===== src/rtl/pll_ctrl_pkg.sv =====
// Shared types and sizing helpers for the PLL phase-step controller.
// Imported by the controller top and the per-output position counter.
package pll_ctrl_pkg;

  typedef enum logic [2:0] {
    S_IDLE,
    S_SETUP,
    S_PULSE,
    S_GAP,
    S_LOCKW,
    S_FIN
  } state_t;

  function automatic int pw(input int steps);
    return (steps > 1) ? $clog2(steps) : 1;
  endfunction

  function automatic int cyc_w(input int p, input int g, input int l);
    int m;
    m = p;
    if (g > m) m = g;
    if (l > m) m = l;
    return (m > 1) ? $clog2(m) : 1;
  endfunction

endpackage


===== src/rtl/pll_phase_pos_cnt.sv =====
// Single-channel phase position counter, modulo PHASE_STEPS, up/down.
// Explicit end-point compares keep non-power-of-two moduli correct.
module pll_phase_pos_cnt
  import pll_ctrl_pkg::*;
#(
  parameter int PHASE_STEPS = 8,
  parameter int PW          = pw(PHASE_STEPS)
) (
  input  logic          clk,
  input  logic          arst,
  input  logic          en,
  input  logic          dir,
  output logic [PW-1:0] pos
);

  localparam logic [PW-1:0] POS_MAX = PW'(PHASE_STEPS - 1);

  logic [PW-1:0] pos_q;
  logic [PW-1:0] pos_d;

  always_comb begin
    pos_d = pos_q;
    if (en) begin
      if (dir) begin
        pos_d = (pos_q == POS_MAX) ? '0 : pos_q + PW'(1);
      end else begin
        pos_d = (pos_q == '0) ? POS_MAX : pos_q - PW'(1);
      end
    end
  end

  always_ff @(posedge clk or posedge arst) begin
    if (arst) begin
      pos_q <= '0;
    end else begin
      pos_q <= pos_d;
    end
  end

  assign pos = pos_q;

endmodule


===== src/rtl/pll_phase_step_ctrl.sv =====
// Sequencer for the CCC PLL dynamic phase-rotate pins: spaced ROTATE
// pulses per request, per-output position tracking, then lock wait.
module pll_phase_step_ctrl
  import pll_ctrl_pkg::*;
#(
  parameter int NUM_OUT     = 4,
  parameter int CNT_W       = 8,
  parameter int PHASE_STEPS = 8,
  parameter int PULSE_CYC   = 2,
  parameter int GAP_CYC     = 4,
  parameter int LOCK_TO     = 1024,
  localparam int PW         = pw(PHASE_STEPS)
) (
  input  logic                  CLK,
  input  logic                  ARST,
  input  logic                  REQ_VALID,
  output logic                  REQ_READY,
  input  logic [NUM_OUT-1:0]    REQ_SEL,
  input  logic                  REQ_DIR,
  input  logic [CNT_W-1:0]      REQ_STEPS,
  input  logic                  PLL_LOCK,
  output logic [NUM_OUT-1:0]    PHASE_OUT_SEL,
  output logic                  PHASE_DIRECTION,
  output logic                  PHASE_ROTATE,
  output logic                  BUSY,
  output logic                  DONE,
  output logic                  ERR,
  input  logic                  ERR_CLR,
  output logic [NUM_OUT*PW-1:0] PHASE_POS
);

  localparam int CW = cyc_w(PULSE_CYC, GAP_CYC, LOCK_TO);

  localparam logic [CW-1:0] P_LAST = CW'(PULSE_CYC - 1);
  localparam logic [CW-1:0] G_LAST = CW'(GAP_CYC - 1);
  localparam logic [CW-1:0] L_LAST = CW'(LOCK_TO - 1);

  state_t               state_q, state_d;
  logic [NUM_OUT-1:0]   sel_q, sel_d;
  logic                 dir_q, dir_d;
  logic [CNT_W-1:0]     rem_q, rem_d;
  logic [CW-1:0]        cnt_q, cnt_d;
  logic                 abort_q, abort_d;
  logic                 err_q, err_d;
  logic                 err_set;
  logic                 pos_step;
  logic                 drive_pins;

  always_comb begin
    state_d  = state_q;
    sel_d    = sel_q;
    dir_d    = dir_q;
    rem_d    = rem_q;
    cnt_d    = cnt_q;
    abort_d  = abort_q;
    err_set  = 1'b0;
    pos_step = 1'b0;
    unique case (state_q)
      S_IDLE: begin
        if (REQ_VALID) begin
          sel_d   = REQ_SEL;
          dir_d   = REQ_DIR;
          rem_d   = REQ_STEPS;
          cnt_d   = '0;
          abort_d = 1'b0;
          if (REQ_STEPS == '0 || REQ_SEL == '0) begin
            state_d = S_FIN;
          end else begin
            state_d = S_SETUP;
          end
        end
      end
      S_SETUP: begin
        cnt_d = '0;
        if (!PLL_LOCK) begin
          err_set = 1'b1;
          state_d = S_FIN;
        end else begin
          state_d = S_PULSE;
        end
      end
      S_PULSE: begin
        // A lock loss here is remembered; the pulse still runs full width.
        if (!PLL_LOCK) begin
          err_set = 1'b1;
          abort_d = 1'b1;
        end
        if (cnt_q == P_LAST) begin
          cnt_d    = '0;
          pos_step = 1'b1;
          if (rem_q != '0) begin
            rem_d = rem_q - CNT_W'(1);
          end
          if (abort_q || !PLL_LOCK) begin
            state_d = S_FIN;
          end else begin
            state_d = S_GAP;
          end
        end else begin
          cnt_d = cnt_q + CW'(1);
        end
      end
      S_GAP: begin
        if (!PLL_LOCK) begin
          err_set = 1'b1;
          state_d = S_FIN;
        end else if (cnt_q == G_LAST) begin
          cnt_d   = '0;
          state_d = (rem_q != '0) ? S_PULSE : S_LOCKW;
        end else begin
          cnt_d = cnt_q + CW'(1);
        end
      end
      S_LOCKW: begin
        if (PLL_LOCK) begin
          state_d = S_FIN;
        end else if (cnt_q == L_LAST) begin
          err_set = 1'b1;
          state_d = S_FIN;
        end else begin
          cnt_d = cnt_q + CW'(1);
        end
      end
      S_FIN: begin
        state_d = S_IDLE;
      end
      default: begin
        state_d = S_IDLE;
      end
    endcase
    if (err_set) begin
      err_d = 1'b1;
    end else if (ERR_CLR) begin
      err_d = 1'b0;
    end else begin
      err_d = err_q;
    end
  end

  always_ff @(posedge CLK or posedge ARST) begin
    if (ARST) begin
      state_q <= S_IDLE;
      sel_q   <= '0;
      dir_q   <= 1'b0;
      rem_q   <= '0;
      cnt_q   <= '0;
      abort_q <= 1'b0;
      err_q   <= 1'b0;
    end else begin
      state_q <= state_d;
      sel_q   <= sel_d;
      dir_q   <= dir_d;
      rem_q   <= rem_d;
      cnt_q   <= cnt_d;
      abort_q <= abort_d;
      err_q   <= err_d;
    end
  end

  assign drive_pins = (state_q == S_SETUP) || (state_q == S_PULSE) ||
                      (state_q == S_GAP)   || (state_q == S_LOCKW);

  assign REQ_READY       = (state_q == S_IDLE);
  assign BUSY            = (state_q != S_IDLE);
  assign DONE            = (state_q == S_FIN);
  assign PHASE_ROTATE    = (state_q == S_PULSE);
  assign PHASE_OUT_SEL   = drive_pins ? sel_q : '0;
  assign PHASE_DIRECTION = drive_pins ? dir_q : 1'b0;
  assign ERR             = err_q;

  for (genvar i = 0; i < NUM_OUT; i++) begin : g_pos
    pll_phase_pos_cnt #(
      .PHASE_STEPS(PHASE_STEPS),
      .PW         (PW)
    ) u_pos (
      .clk (CLK),
      .arst(ARST),
      .en  (pos_step & sel_q[i]),
      .dir (dir_q),
      .pos (PHASE_POS[i*PW +: PW])
    );
  end

endmodule


===== config.mk =====
export PLATFORM = sky130hd
export DESIGN_NAME = pll_phase_step_ctrl
export DESIGN_NICKNAME = d
export VERILOG_FILES = /design/src/rtl/pll_ctrl_pkg.sv /design/src/rtl/pll_phase_pos_cnt.sv /design/src/rtl/pll_phase_step_ctrl.sv
export SDC_FILE = /design/constraint.sdc
export NUM_CORES = 1
export LEC_CHECK = 0
export CAP_MARGIN = 20
export CORE_MARGIN = 2
export CORE_UTILIZATION = 52
export CTS_CLUSTER_SIZE = 8
export DETAILED_ROUTE_END_ITERATION = 6
export GPL_ROUTABILITY_DRIVEN = 0
export PLACE_DENSITY = 0.78
export SYNTH_ARGS = -nofsm -noshare
export SYNTH_HDL_FRONTEND = slang
export SYNTH_SLANG_ARGS = --single-unit

===== constraint.sdc =====
create_clock -name CLK -period 3.75 [get_ports CLK]
set_input_delay 0.75 -clock CLK [delete_from_list [all_inputs] [get_ports CLK]]
set_output_delay 0.75 -clock CLK [all_outputs]
set_load 0.05 [all_outputs]

==> results of run 1 <==
[per-stage QoR]
| stage | power, W | hold slack (ns) |
|---|---|---|
| after floorplan | 0.00190 | 0.478 |
| after global routing | 0.00279 | 0.564 |
| after detailed placement | 0.00231 | 0.525 |
| after global placement | 0.00229 | 0.511 |
| final | 0.00258 | 0.535 |
| after CTS | 0.00259 | 0.543 |
[registers in the layout, summed over array words and instances, names as in the netlist]
signal / flops
ERR: 1
abort_q: 1
cnt_q: 10
dir_q: 1
g_pos.u_pos.pos: 12
rem_q: 8
sel_q: 4
state_q: 3
[layout make-up]
cell class                      instances  share of cell area [%]
Multi-Input combinational cell        208                    45.4
Sequential cell                        40                    32.4
Timing Repair Buffer                   41                    13.1
Inverter                               32                    3.89
Tap cell                               67                    2.71
Clock buffer                            6                    2.35
Clock inverter                          1                   0.162
[worst max-delay path: cells and delay by family, from the launching register on]
family                 cells  cell delay [ns]
flip-flops                 1             0.50
AO/OA/AOI/OAI              1             0.60
AND/OR/NAND/NOR            1             0.27
buffers and inverters      1             0.80
[cells in the final DEF, fill, tap and decap left out, drive strengths merged, types with 6 or more instances in the layout]
cell type,n
dfrtp,40
clkdlybuf4s50,39
o21ai,36
inv,32
nand2,24
a21oi,20
ha,20
nor2,17
and3,10
a22o,7
nor2b,7
nand3,6
o31ai,6
clkbuf,6
[path summary, 6_finish.rpt]
path	start	endpoint	slack [ns]	depth (start not counted)
setup / recovery	state_q[0]	PHASE_OUT_SEL[1]	0.53	3
hold / removal	rem_q[6]	rem_q[6]	0.53	2
setup reg to reg	cnt_q[0]	cnt_q[4]	1.39	6
hold reg to reg	rem_q[6]	rem_q[6]	0.53	2
max in group asynchronous	ARST	rem_q[6]	2.51	3
min in group asynchronous	ARST	g_pos[3].u_pos.pos[0]	0.88	3
[power by group through the flow]
stage	Clock [W]	Sequential, W	Combinational, W
2_1_floorplan	0	0.000883	0.00101
3_3_place_gp	0	0.000791	0.00149
3_5_place_dp	0	0.000800	0.00151
4_1_cts	0.000283	0.000790	0.00152
5_1_grt	0.000298	0.000821	0.00167
6_report	0.000274	0.000792	0.00151
[logic make-up after synthesis]
family,Yosys count
compound gates,93
xor+xnor,1
fa+ha+maj,20
buf+inv,43
flops,40
mux,7
simple gates,87
[per-layer routing]
| layer | track usage (%) | part of all wire [%] |
|---|---|---|
| met1 | 29.6 | 48 |
| met2 | 38.1 | 46 |
| met3 | 4.20 | 5.0 |
| met4 | 5.36 | 1.1 |
| met5 | 0 | 0 |
==> impl_metrics.toml, run 1 <==
[run_status]
run_status = "finished clean"

[power]
p_clk_share_pct = 10.6
pwr-share-seq_pct = 30.7
leakage_nw = 1.38
peakVddDrop_v = 0.000392
combPwrFrac_pct = 58.7
p_int_w = 0.00129
p_switching_w = 0.00129
power_density_nw_per_um2 = 835
switching_share_pct = 50.1

[synth]
ys_seq_area_share_pct = 38.9
synth_top_area_share_pct = 38.9
synth_edf_count = 0
synth.area.top_cells = "dfrtp_1 (39%), ha_1 (9.7%), o21ai_0 (5.5%)"
synth_flop_cell = "dfrtp_1"
synth-async-reset-ratio_pct = 100
synth_top_area_cell = "dfrtp_1"
synth_nets = 329
synth.cell_area_um2 = 2570
synthSimpleGateAreaFrac_pct = 18.3
synth.mux.area_fraction_pct = 2.97
synthAdderAreaFrac_pct = 9.74
synth_common_cells = "dfrtp_1 (40), inv_1 (32), o21ai_0 (28)"
synth_cell_types = 47
synth_cells = 291
synth-compound-area-share_pct = 23.2
synth_seq_cells = 40
yosysMostFrequentCell = "dfrtp_1"
synth_top_family_by_area = "compound AO/OA/AOI/OAI gates"
yosys.area_share.xor_xnor_pct = 0.341
syn_area_per_cell_um2 = 8.83
yosys_warnings = 0

[final_layout]
fillCellCount = 420
nets = 366
layout-drive-gt1-share_pct = 6.71
design_area_um2 = 3090
finalNonFillerCells = 395
antennaDiodeCount = 0
regArea_um2 = 1000
multi_input_area_um2 = 1400
syn2layout_area_growth_pct = 20.2
final_core_util_pct = 65.0

[setup_path]
cp_slowest_stage_delay_ns = 0.80
crit_chain = "o21ai_0 > and3_1 > clkdlybuf4s50_1"
critPathArrivalTime_ns = 2.47
cp_max_fo = 12
startpoint_type = "register"
crit_required_ns = 3.00
slowest_stage = "clkdlybuf4s50_1"
end_kind = "primary output"
critical_path_class = "reg -> out"

[grt]
antenna_found_initial = 0
grt_usage_pct = 22.3
grt_pass1_wl_um = 9500
grt_max_degree = 41
grt_remaining_overflow = 0
first_global_vias = 2103

[clock_tree]
clock_path_buffers = 2
cts_root_buf = "clkbuf_8"
tritoncts.num_buffers = 5
cts_resized = 0
clk_pin_slew_worst_paths_ns = 0.07
cts_setup_buffers = 0
cts_tree = "done"
cts_sinks = 40
cts-htree-levels = 2
clkLatencyLatePin_ns = 0.30
cts.hold.buffers_added = 0

[sta]
finalCriticalPeriod_ns = 3.22
fin_ws_ns = 0.533
clock-skew-final_ns = 0.00712
setup-tns-final_ns = 0
tightest_slew_ns = 0.805
hold_viol_final = 0
finalSetupViolations = 0
rsz0062_at_grt = "no"
drv_slew = 0
max-slew-margin-rel_pct = 46.0
max_freq_mhz = 311
timing.final.crit_share_pct = 85.8

[routing]
avgRoutedWirePerCell_um = 14.1
vias = 2234
vias_per_cell = 5.66
dr.pass1.iters = 5
first_iter_violations = 112
finalWirelength_um = 5590
drcViolationCount = 0
ant_nets = 0

[die]
fp.dieW_um = 74.3
die_y_um = 74.3
placementRows = 25
io_pins = 40
die_area_um2 = 5520
start_util_pct = 54.1
core_um2 = 4750

[hold_path]
hold_class = "reg -> reg"

[place]
post-place-ws_ns = 0.848
dp_hpwl_um = 4140
placed_area_um2 = 3010
dp.cells = 388
port_buffers = 39

[job]
drv_cap = 0
Power figures use the tool's default switching activity.
==> inputs of run 2 (changes only) <==
- CORE_UTILIZATION: 52 -> 58
- PLACE_DENSITY: 0.78 -> 0.85
- TNS_END_PERCENT: default -> 50
==> impl_metrics.toml, run 2 (synthesis gave the netlist of run 1 again) <==
[run_status]
run_status = "finished clean"

[die]
placementRows = 24
fp.dieW_um = 70.6
io_pins = 40
die_area_um2 = 4980
die_y_um = 70.6
start_util_pct = 59.4
core_um2 = 4320

[grt]
first_global_vias = 2096
grt_remaining_overflow = 0
grt_max_degree = 41
antenna_found_initial = 0
grt_usage_pct = 23.7
grt_pass1_wl_um = 9550

[setup_path]
cp_slowest_stage_delay_ns = 0.80
crit_required_ns = 3.00
slowest_stage = "clkdlybuf4s50_1"
crit_chain = "o21ai_0 > and3_1 > clkdlybuf4s50_1"
end_kind = "primary output"
cp_max_fo = 12
critical_path_class = "reg -> out"
startpoint_type = "register"
critPathArrivalTime_ns = 2.51

[clock_tree]
cts_tree = "done"
cts-htree-levels = 2
clk_pin_slew_worst_paths_ns = 0.08
cts.hold.buffers_added = 0
cts_root_buf = "clkbuf_8"
cts_setup_buffers = 0
cts_resized = 0
clock_path_buffers = 2
clkLatencyLatePin_ns = 0.30
tritoncts.num_buffers = 5
cts_sinks = 40

[routing]
drcViolationCount = 0
vias_per_cell = 5.87
avgRoutedWirePerCell_um = 14.5
vias = 2236
finalWirelength_um = 5530
ant_nets = 0
dr.pass1.iters = 4
first_iter_violations = 146

[final_layout]
antennaDiodeCount = 0
largest_reg_flops = 12
layout-drive-gt1-share_pct = 6.99
syn2layout_area_growth_pct = 20.6
final_common_cell = "dfrtp_1"
nets = 366
mostFrequentLayoutCells = "dfrtp_1 (40), clkdlybuf4s50_1 (39), inv_1 (32)"

[sta]
max-slew-margin-rel_pct = 44.3
rsz0062_at_grt = "no"
setup-tns-final_ns = 0
timing.final.crit_share_pct = 87.0
clock-skew-final_ns = 0.00806
tightest_slew_ns = 0.831
finalCriticalPeriod_ns = 3.26
finalSetupViolations = 0
drv_slew = 0
max_freq_mhz = 306
hold_viol_final = 0
fin_ws_ns = 0.486

[hold_path]
hold_class = "reg -> reg"

[place]
post-place-ws_ns = 0.846
dp_hpwl_um = 4030
port_buffers = 39

[power]
power_density_nw_per_um2 = 864
leakage_nw = 1.39
peakVddDrop_v = 0.000429

[job]
drv_cap = 0
[run 2: metrics by stage]
stage	instances	area [um2]	hold slack, ns	power, W	util (%)
6_report	381	3100	0.520	0.00268	71.7
3_3_place_gp	373	2990	0.504	0.00228	69.2
3_5_place_dp	373	2990	0.512	0.00233	69.2
4_1_cts	381	3100	0.530	0.00268	71.7
5_1_grt	381	3100	0.566	0.00287	71.7
2_1_floorplan	291	2570	0.478	0.00190	-
[run 2: path summary, 6_finish.rpt]
check / from / endpoint / slack [ns] / depth (start not counted)
min in group asynchronous: ARST / g_pos[0].u_pos.pos[0] / 0.87 / 3
worst max register to register: cnt_q[0] / cnt_q[8] / 1.32 / 6
worst min register to register: rem_q[6] / rem_q[6] / 0.52 / 2
worst min-delay path: rem_q[6] / rem_q[6] / 0.52 / 2
worst max-delay path: state_q[0] / PHASE_OUT_SEL[2] / 0.49 / 3
max in group asynchronous: ARST / cnt_q[6] / 2.52 / 3
[run 2: cell type report]
type	count	area (um2)
clock buffer	6	72.6
clock inverter	2	35.0
fill	354	1220
inverter	32	120
multi-input combinational	208	1400
sequential	40	1000
tap	52	65.1
timing repair buffer	41	405
[run 2: critical path, delay by kind of cell (launching register included)]
| family | cells | cell delay [ns] |
|---|---|---|
| buffers and inverters | 1 | 0.80 |
| AO/OA/AOI/OAI | 1 | 0.65 |
| AND/OR/NAND/NOR | 1 | 0.26 |
| flip-flops | 1 | 0.50 |
[run 2: per-layer routing]
layer	wire length [um]	global-route usage, %
met1	2580	31.0
met4	55	6.29
met2	2550	39.3
met5	0	0
met3	350	6.55
[run 2: power breakdown]
part           internal, W  switching, W
Clock             0.000198      0.000157
Combinational     0.000570      0.000958
Sequential        0.000590      0.000204
==> inputs of run 3 (changes only) <==
- SETUP_SLACK_MARGIN: default -> 0.05
- SLEW_MARGIN: default -> 10
==> results of run 3 <==
Final layout, timing and power as in run 2 (identical DEF).
